[config.mk]
export PLATFORM = sky130hd
export DESIGN_NAME = instr_fetch_queue
export DESIGN_NICKNAME = d
export VERILOG_FILES = /design/src/rtl/instr_fetch_queue.sv
export SDC_FILE = /design/constraint.sdc
export NUM_CORES = 1
export LEC_CHECK = 0
export CELL_PAD_IN_SITES_DETAIL_PLACEMENT = 0
export CELL_PAD_IN_SITES_GLOBAL_PLACEMENT = 1
export CORE_MARGIN = 8
export CORE_UTILIZATION = 55
export DETAILED_ROUTE_END_ITERATION = 6
export GPL_TIMING_DRIVEN = 1
export HOLD_SLACK_MARGIN = 0.08
export MAX_ROUTING_LAYER = met4
export PLACE_DENSITY_LB_ADDON = 0.1
export SYNTH_ARGS = -nofsm -noshare
export SYNTH_HDL_FRONTEND = slang
export SYNTH_SLANG_ARGS = --single-unit
[constraint.sdc]
create_clock -name clk -period 25.1 [get_ports clk]
set_clock_uncertainty 0.15 [all_clocks]
set_input_delay 6.275 -clock clk [delete_from_list [all_inputs] [get_ports clk]]
set_output_delay 6.275 -clock clk [all_outputs]
set_load 0.1 [all_outputs]
[src/rtl/instr_fetch_queue.sv]
// Instruction fetch queue: a power-of-two-deep FIFO between the fetcher and
// the decoder. It owns the fetch PC, tags each accepted word with its PC and
// presents the head entry through a valid/ready handshake. Full/empty are
// exact because an occupancy counter runs beside the wrapping pointers.
module instr_fetch_queue #(
  parameter int DEPTH_LOG2  = 3,
  parameter int INSTR_WIDTH = 32,
  parameter int PC_WIDTH    = 32,
  parameter int PC_STEP     = 4,
  parameter int RESET_PC    = 0
) (
  input  logic                   clk,
  input  logic                   rst,
  input  logic                   flush_from_rob,
  input  logic [PC_WIDTH-1:0]    pc_from_rob,
  input  logic                   stall_from_rob,
  input  logic                   valid_from_fetcher,
  input  logic [INSTR_WIDTH-1:0] instr_from_fetcher,
  output logic [PC_WIDTH-1:0]    pc_to_fetcher,
  output logic                   req_to_fetcher,
  input  logic                   ready_from_decoder,
  output logic                   valid_to_decoder,
  output logic [INSTR_WIDTH-1:0] instr_to_decoder,
  output logic [PC_WIDTH-1:0]    pc_to_decoder,
  output logic [DEPTH_LOG2:0]    count_out,
  output logic                   full_out,
  output logic                   empty_out
);

  localparam int DEPTH = 1 << DEPTH_LOG2;

  localparam logic [DEPTH_LOG2:0]   COUNT_FULL = (DEPTH_LOG2 + 1)'(DEPTH);
  localparam logic [DEPTH_LOG2:0]   COUNT_ONE  = (DEPTH_LOG2 + 1)'(1);
  localparam logic [DEPTH_LOG2-1:0] PTR_ONE    = DEPTH_LOG2'(1);
  localparam logic [PC_WIDTH-1:0]   PC_INIT    = PC_WIDTH'(RESET_PC);
  localparam logic [PC_WIDTH-1:0]   PC_INC     = PC_WIDTH'(PC_STEP);

  logic [INSTR_WIDTH-1:0] r_instrMem [DEPTH];
  logic [PC_WIDTH-1:0]    r_pcMem    [DEPTH];

  logic [DEPTH_LOG2-1:0]  r_headPtr;
  logic [DEPTH_LOG2-1:0]  r_tailPtr;
  logic [DEPTH_LOG2:0]    r_count;
  logic [PC_WIDTH-1:0]    r_tailPc;

  logic w_full;
  logic w_empty;
  logic w_valid;
  logic w_enq;
  logic w_deq;

  // Handshake qualifiers; full is taken from the current count so a
  // same-cycle dequeue never lets a full queue accept a new word.
  always_comb begin
    w_full  = (r_count == COUNT_FULL);
    w_empty = (r_count == '0);
    w_valid = !w_empty && !stall_from_rob && !flush_from_rob;
    w_enq   = valid_from_fetcher && !w_full && !flush_from_rob;
    w_deq   = w_valid && ready_from_decoder;
  end

  // Pointer, occupancy and fetch-PC state; reset beats flush, flush beats
  // any handshake, and a dropped word leaves the fetch PC so it is re-fetched.
  always_ff @(posedge clk) begin
    if (rst) begin
      r_headPtr <= '0;
      r_tailPtr <= '0;
      r_count   <= '0;
      r_tailPc  <= PC_INIT;
    end else if (flush_from_rob) begin
      r_headPtr <= '0;
      r_tailPtr <= '0;
      r_count   <= '0;
      r_tailPc  <= pc_from_rob;
    end else begin
      if (w_enq) begin
        r_tailPtr <= r_tailPtr + PTR_ONE;
        r_tailPc  <= r_tailPc + PC_INC;
      end
      if (w_deq) begin
        r_headPtr <= r_headPtr + PTR_ONE;
      end
      if (w_enq && !w_deq) begin
        r_count <= r_count + COUNT_ONE;
      end else if (!w_enq && w_deq) begin
        r_count <= r_count - COUNT_ONE;
      end
    end
  end

  // Entry storage; contents are never cleared, only overwritten on enqueue.
  always_ff @(posedge clk) begin
    if (w_enq && !rst) begin
      r_instrMem[r_tailPtr] <= instr_from_fetcher;
      r_pcMem[r_tailPtr]    <= r_tailPc;
    end
  end

  assign pc_to_fetcher    = r_tailPc;
  assign req_to_fetcher   = !w_full;
  assign valid_to_decoder = w_valid;
  assign instr_to_decoder = r_instrMem[r_headPtr];
  assign pc_to_decoder    = r_pcMem[r_headPtr];
  assign count_out        = r_count;
  assign full_out         = w_full;
  assign empty_out        = w_empty;

endmodule
-- Word level (Yosys, flattened, before mapping)
Memory sizes are Yosys's and may differ from the RTL's. A register that Yosys moved wholly into a read port is not among the register bits.
Cells that the tools add are included.
- register bits after elaboration: 42
- latch bits: 0
- bits in writable memories: 512
- memory bits (read-only): 0
- bits of input ports: 70
- memories: 2
- add/subtract/negate cells: 5
- multipliers: 0
- div/mod/pow operators: 0
- $lt $le $gt $ge: 0
- eq/ne operators: 1
- shift operators: 0
- muxes and demuxes: 10
- bitwise operators: 0
- reductions and logical operators: 19
- memories (name ; words ; bits a word ; rd ports ; clocked after Yosys merged registers in ; write ports ; line ; RTL):
    r_instrMem ; 8 ; 32 ; 1 ; 1 ; 1 ; 38 ; logic [INSTR_WIDTH-1:0] r_instrMem [DEPTH];
    r_pcMem ; 8 ; 32 ; 1 ; 1 ; 1 ; 39 ; logic [PC_WIDTH-1:0] r_pcMem [DEPTH];
- operator list (kind ; count):
    2-to-1 mux 32 bit ; 2
    adder 32 x 3 -> 32 bit, second input constant ; 1
    2-to-1 mux 3 bit ; 4
    logical AND 1 bit ; 8
    2-to-1 mux 4 bit ; 2
    zero test 1 bit ; 7
    adder 3 x 1 -> 3 bit, second input constant ; 2
    adder 4 x 1 -> 4 bit, second input constant ; 1
    == test 4 bit, second input constant ; 1
    zero test 4 bit ; 1
    nonzero test 2 bit ; 2
    subtractor 4 x 1 -> 4 bit, second input constant ; 1
    2-to-1 mux 1 bit ; 2
    OR reduction 2 bit ; 1

-- Longest topological paths before layout
- word-level depth: 8
- mapped depth: 11

-- Worst setup path after synthesis
Ideal clock, no wire load.
- kind: input-to-output
- from: in flush_from_rob
- to: out valid_to_decoder
- arrival time: 8.772 ns
- path slack: 9.903 ns
- stages on the path: 3
- path buffers: 2
- cells stage by stage: clkbuf_1 buf_1 nor3_1
- longest elaborated chain between the ends: 2
- RTL lines (element ; line ; RTL):
    from (decl) ; 14 ; input logic flush_from_rob,
    zero test 1 bit ; 57 ; w_valid = !w_empty && !stall_from_rob && !flush_from_rob;
    logical AND 1 bit ; 57 ;
    to (decl) ; 22 ; output logic valid_to_decoder,
Every way passes these cells.

-- Worst setup path in the final report
- from: in stall_from_rob
- to: out valid_to_decoder
- longest elaborated chain between the ends: 3
- RTL lines (element ; line ; RTL):
    from (decl) ; 16 ; input logic stall_from_rob,
    zero test 1 bit ; 57 ;
    logical AND 1 bit (2 in a row) ; 57 ;
Every way passes these cells.

==> metrics.yaml <==
status: "finished clean"
p_leak_uw: 0.00800
grt_overflow: 0
htreeDepth: 2
drc_errors: 0
hold_viol: 0
layout_common_cells: "edfxtp_1, clkdlybuf4s50_1, mux4_2"
post_cts_buffers: 0
row_count: 73
synth_fa_ha_area_share_pct: 0.437
synth_edf_count: 512
port_buffers: 173
yosysSeqAreaShare_pct: 74.7
hold_buffers: 0
cts_root_buf: "clkbuf_16"
fin_crit_ns: 14.48
yosys.area_share.simple_pct: 4.07
crit_fanout: 2
fmax_ghz: 0.0691
ios: 174
relSlewSlack_pct: 19.8
period_share_pct: 57.7
tightest_slew_ns: 1.20
path_class: "in -> out"
start_kind: "primary input"
layout_commonest_cell: "edfxtp_1"
yosys_warnings: 0
topRoutingLayerUsed: "met4"
ys_ff_latch: 557
wl_met2_um: 22700
final_util_pct: 65.7
nNetsFinal: 1330
die_w_um: 215
tns_ns: 0
required_ns: 18.67
setup_viol: 0
via_per_inst: 6.05
cts_resized: 0
gp_congestion: 0.807
syn_inst: 1060
grt_usage_pct: 20.6
start_util_pct: 55.3
dieHeight_um: 215
cts_buffer_depth: 3
met1_length_um: 20600
dpl.hpwl_um: 25900
cts_tree: "built"
hp-class: "reg -> reg"
antenna_found_initial: 0
clkSlewWorstSetupHoldPaths_ns: 0.06
clock_sinks: 557
peakVddDrop_v: 0.0000539
grt_pass1_wl_um: 71100
grt_pass1_vias: 11600
drive_above_1_share_pct: 23.1
cp.arrival_ns: 8.05
dieArea_um2: 46200
clk_latency_ns: 0.59
dr_wl_met3_um: 2370
ys_types: 53
drt_iter0_drc: 794
ant_nets: 0
synth_compound_area_share_pct: 2.10
diodes: 0
place_ws_ns: 10.62
drv_slew: 0
core_um2: 39400
setup_slack_ns: 10.62
syn_area_per_cell_um2: 20.5
power_density_nw_per_um2: 75.9
mappedNetlistNets: 1137
yosys-mux-area-fraction_pct: 16.8
synth_top_family_by_area: "multiplexers"
rsz0062_at_grt: "false"
synthXorXnorAreaFrac_pct: 0.523
first_pass_iters: 5
wire_per_inst_um: 25.6
syn-cell-area_um2: 21800
grt_max_degree: 115
ys.flop_type: "edfxtp_1"
fin_hold_ws_ns: 0.379
syn_to_final_growth_pct: 18.7
cp-end-kind: "primary output"
numCtsBuffers: 55
vias: 11000
fill_cells: 2699
timing.max_cap.violations: 0
async_reset_ff_share_pct: 0
wl_um: 46500
## critical path: stages
cell             delay [ns]
clkdlybuf4s50_1        0.42
nor3_1                 0.19
clkdlybuf4s50_1        1.16
## state kept, by name, summed over array words and instances (netlist names), named ones only
name           flops
r_pcMem          256
r_tailPtr          3
r_headPtr          3
pc_to_fetcher     32
count_out          4
r_instrMem       256
## kinds of logic (layout without fill, tap and decap cells)
logic type / Yosys count / after routing
compound gates: 61 / 61
xor+xnor: 13 / 13
fa+ha+maj: 7 / 7
buf+inv: 65 / 298
flops: 557 / 557
mux: 198 / 198
simple gates: 159 / 159
## worst paths after layout
kind                                      from          endpoint  slack, ns  cells after the start
worst max register to register    count_out[0]    r_pcMem[6][16]      20.92                      6
worst min-delay path              count_out[3]      count_out[3]       0.38                      2
worst min register to register    count_out[3]      count_out[3]       0.38                      2
worst max-delay path            stall_from_rob  valid_to_decoder      10.62                      3
## Yosys cell counts, drive strengths merged, types with 2 or more instances
| cell | n | area, µm² |
|---|---|---|
| nand4b | 2 | 17.5 |
| a211oi | 10 | 75.1 |
| dfxtp | 45 | 901 |
| nor3 | 9 | 45.0 |
| clkbuf | 32 | 120 |
| a21oi | 3 | 15.0 |
| a311oi | 12 | 111 |
| nor4 | 9 | 62.6 |
| nand2 | 15 | 56.3 |
| buf | 24 | 131 |
| mux2i | 6 | 60.1 |
| edfxtp | 512 | 15400 |
| and2 | 4 | 26.3 |
| ha | 6 | 75.1 |
| inv | 9 | 33.8 |
| nor2 | 41 | 154 |
| o21ai | 12 | 60.1 |
| nand4 | 20 | 140 |
| o31a | 3 | 26.3 |
| o31ai | 7 | 52.6 |
| and4 | 6 | 53.8 |
| or3 | 8 | 50.1 |
| a31oi | 3 | 18.8 |
| mux2 | 64 | 721 |
| or2 | 2 | 12.5 |
| nand2b | 3 | 18.8 |
| a32oi | 4 | 35.0 |
| mux4 | 128 | 2880 |
| or4 | 12 | 90.1 |
| xor2 | 12 | 105 |
| and3 | 6 | 38.8 |
| nand3 | 19 | 95.1 |
## where the power goes
part           total (µW)  leakage, µW  switching [µW]  internal (µW)
combinational         127      0.00215            89.8           37.6
clock                 794     0.000830             326            468
sequential           1040      0.00502            16.6           1020
total                1960      0.00800             432           1530
## layer usage
metal	vias to the layer above	global-route usage [%]
met5	-	-
li1	4838	-
met3	63	4.12
met1	5828	28.2
met2	278	32.4
met4	0	4.49
## stage by stage
| step | cells | cell area, µm² | total power, µW |
|---|---|---|---|
| after floorplan | 1060 | 21800 | 1140 |
| after global placement | 1721 | 24100 | 1190 |
| after detailed placement | 1721 | 24100 | 1190 |
| after CTS | 1818 | 25900 | 1980 |
| after global routing | 1818 | 25900 | 2020 |
| final | 1818 | 25900 | 1960 |
## area by class of cell
cell class              instances  area, µm²  area share [%]
multi-input cells             438       5270            20.4
clock inverters                24        263            1.02
flip-flops and latches        557      16300            63.0
well taps                     525        657            2.54
inverters                       9       33.8           0.131
clock buffers                  73       1460            5.66
repair buffers                192       1890            7.30
(Power assumes the default switching activity.)
==> RTL edit (same flow settings) <==
Change the parameter `INSTR_WIDTH` from 32 to 40.
--- a/src/rtl/instr_fetch_queue.sv
+++ b/src/rtl/instr_fetch_queue.sv
@@ -5,5 +5,5 @@
 module instr_fetch_queue #(
   parameter int DEPTH_LOG2  = 3,
-  parameter int INSTR_WIDTH = 32,
+  parameter int INSTR_WIDTH = 40,
   parameter int PC_WIDTH    = 32,
   parameter int PC_STEP     = 4,
Interface: changed (resized instr_from_fetcher and instr_to_decoder); port bits go from 174 to 190. No check against the original RTL was run, so the function may have changed too.
==> RTL edit against the original RTL <==
Final area increased by 10%; sequential cell count is 64 higher; synthesized cell count increased by 6.2%; hold slack worse by 0.032 ns; critical path type unchanged; total power is 9.8% higher; non-clock buffer count is 18 higher; first-iteration DRC count up 24%; synthesized area grew 9.8%; via count is 5.4% higher; critical path depth rose by 1; routed wire length rose by 7.6%; setup slack worse by 0.47 ns; largest cell class unchanged.
==> RTL edit: results (changes against the original RTL) <==
run_status:
  status: "complete, no violations"
synth:
  synthAdderAreaFrac_pct: 0.3975  # -0.039 points
  yosysUniqueCellTypes: 47  # -11%
  synth-seq-area-share_pct: 76.07  # +1.3 points
  ys_top_cells_by_area: "edfxtp_1 72%, mux4_2 14%, dfxtp_1 3.8%"
  synth-compound-area-share_pct: 1.151  # -0.95 points
  syn_area_per_cell_sq_um: 21.24  # +3.4%
  ys_top_cells_by_count: "576 x edfxtp_1, 144 x mux4_2, 72 x mux2_2"
  synth-edff-count: 576  # +13%
power_and_ir_drop:
  p_sw_share_pct: 21.93  # -0.11 points
  cellLeakagePower_nw: 8.796  # +9.9%
  ir_worst_vdd_uv: 50.09  # -7.1%
setup_path:
  path_max_fanout: 18  # +16
  reg2regPathDepth: 5  # -1
  slowest_delay_ns: 1.22  # +0.06 ns
  cp.arrival_ns: 8.52  # +0.47 ns
routing:
  num_vias: 11600  # +5.4%
  drtIter0Drc: 986  # +24%
  viasPerCell: 5.861  # -3.2%
  post_drt_wl_per_cell_um: 25.27  # -1.2%
placed_design:
  detailed_place_hpwl_um: 27410  # +5.8%
  placed_cells: 1868  # +8.5%
  pre_cts_ws_ns: 10.16  # -0.4580 ns
cts:
  cts_buffers: 60  # +9.1%
global_routing:
  grt_first_pass_wirelength_um: 75720  # +6.6%
  grt_max_degree: 111  # -3.5%
layout:
  fillCellCount: 2910  # +7.8%
  nets: 1430  # +7.5%
  drive_above_1_share_pct: 24.46  # +1.3 points
timing:
  slew-limit-headroom_pct: 25.56  # +5.7 points
min_path:
  hold_start: "r_headPtr[1]"
[RTL edit: power by group through the flow]
stage | clock [mW] | combinational, mW | sequential [mW]
final | 0.868 | 0.130 | 1.16
after floorplan | 0 | 0.0618 | 1.20
after global placement | 0 | 0.130 | 1.18
after CTS | 0.886 | 0.131 | 1.16
after detailed placement | 0 | 0.131 | 1.18
after global routing | 0.925 | 0.136 | 1.16
[RTL edit: metal layers]
| metal | wire length (um) | GRT usage (%) | up-vias |
|---|---|---|---|
| met2 | 24940 | 33.20 | 325 |
| met5 | 0 | - | - |
| met3 | 2299 | 3.100 | 56 |
| li1 | - | - | 5097 |
| met4 | 706 | 4.874 | 0 |
| met1 | 22070 | 27.85 | 6120 |
[RTL edit: metrics by stage]
step                      area [sq um]  utilization [%]  hold slack [ns]
after detailed placement         26560            61.78           0.3182
after floorplan                  23920                -           0.3041
final                            28460            66.21           0.3479
after global routing             28460            66.21           0.4167
after CTS                        28460            66.21           0.3376
after global placement           26560            61.78           0.3143
[RTL edit: how the worst max path moves through the flow]
stage	start	slack [ns]	cells after the start	endpoint
finish	flush_from_rob	10.16	4	valid_to_decoder
global route	flush_from_rob	10.06	4	valid_to_decoder
CTS	flush_from_rob	10.15	4	valid_to_decoder
detailed placement	flush_from_rob	10.16	4	valid_to_decoder
global placement	flush_from_rob	10.21	4	valid_to_decoder
floorplan	flush_from_rob	10.04	2	valid_to_decoder
[RTL edit: final cells by class]
type                       instances  area, sq um  area share (%)
clock buffer                      77         1607           5.645
clock inverter                    34        297.8           1.046
inverter                           6        25.02         0.08793
multi-input combinational        446         5528           19.42
sequential                       621        18210           63.98
tap                              585        732.0           2.572
timing repair buffer             210         2062           7.245
[RTL edit: worst max-delay path, delay by kind of cell]
family | cells | cell delay, ns
and+or+nand+nor | 1 | 0.40
buffers and inverters | 3 | 1.84
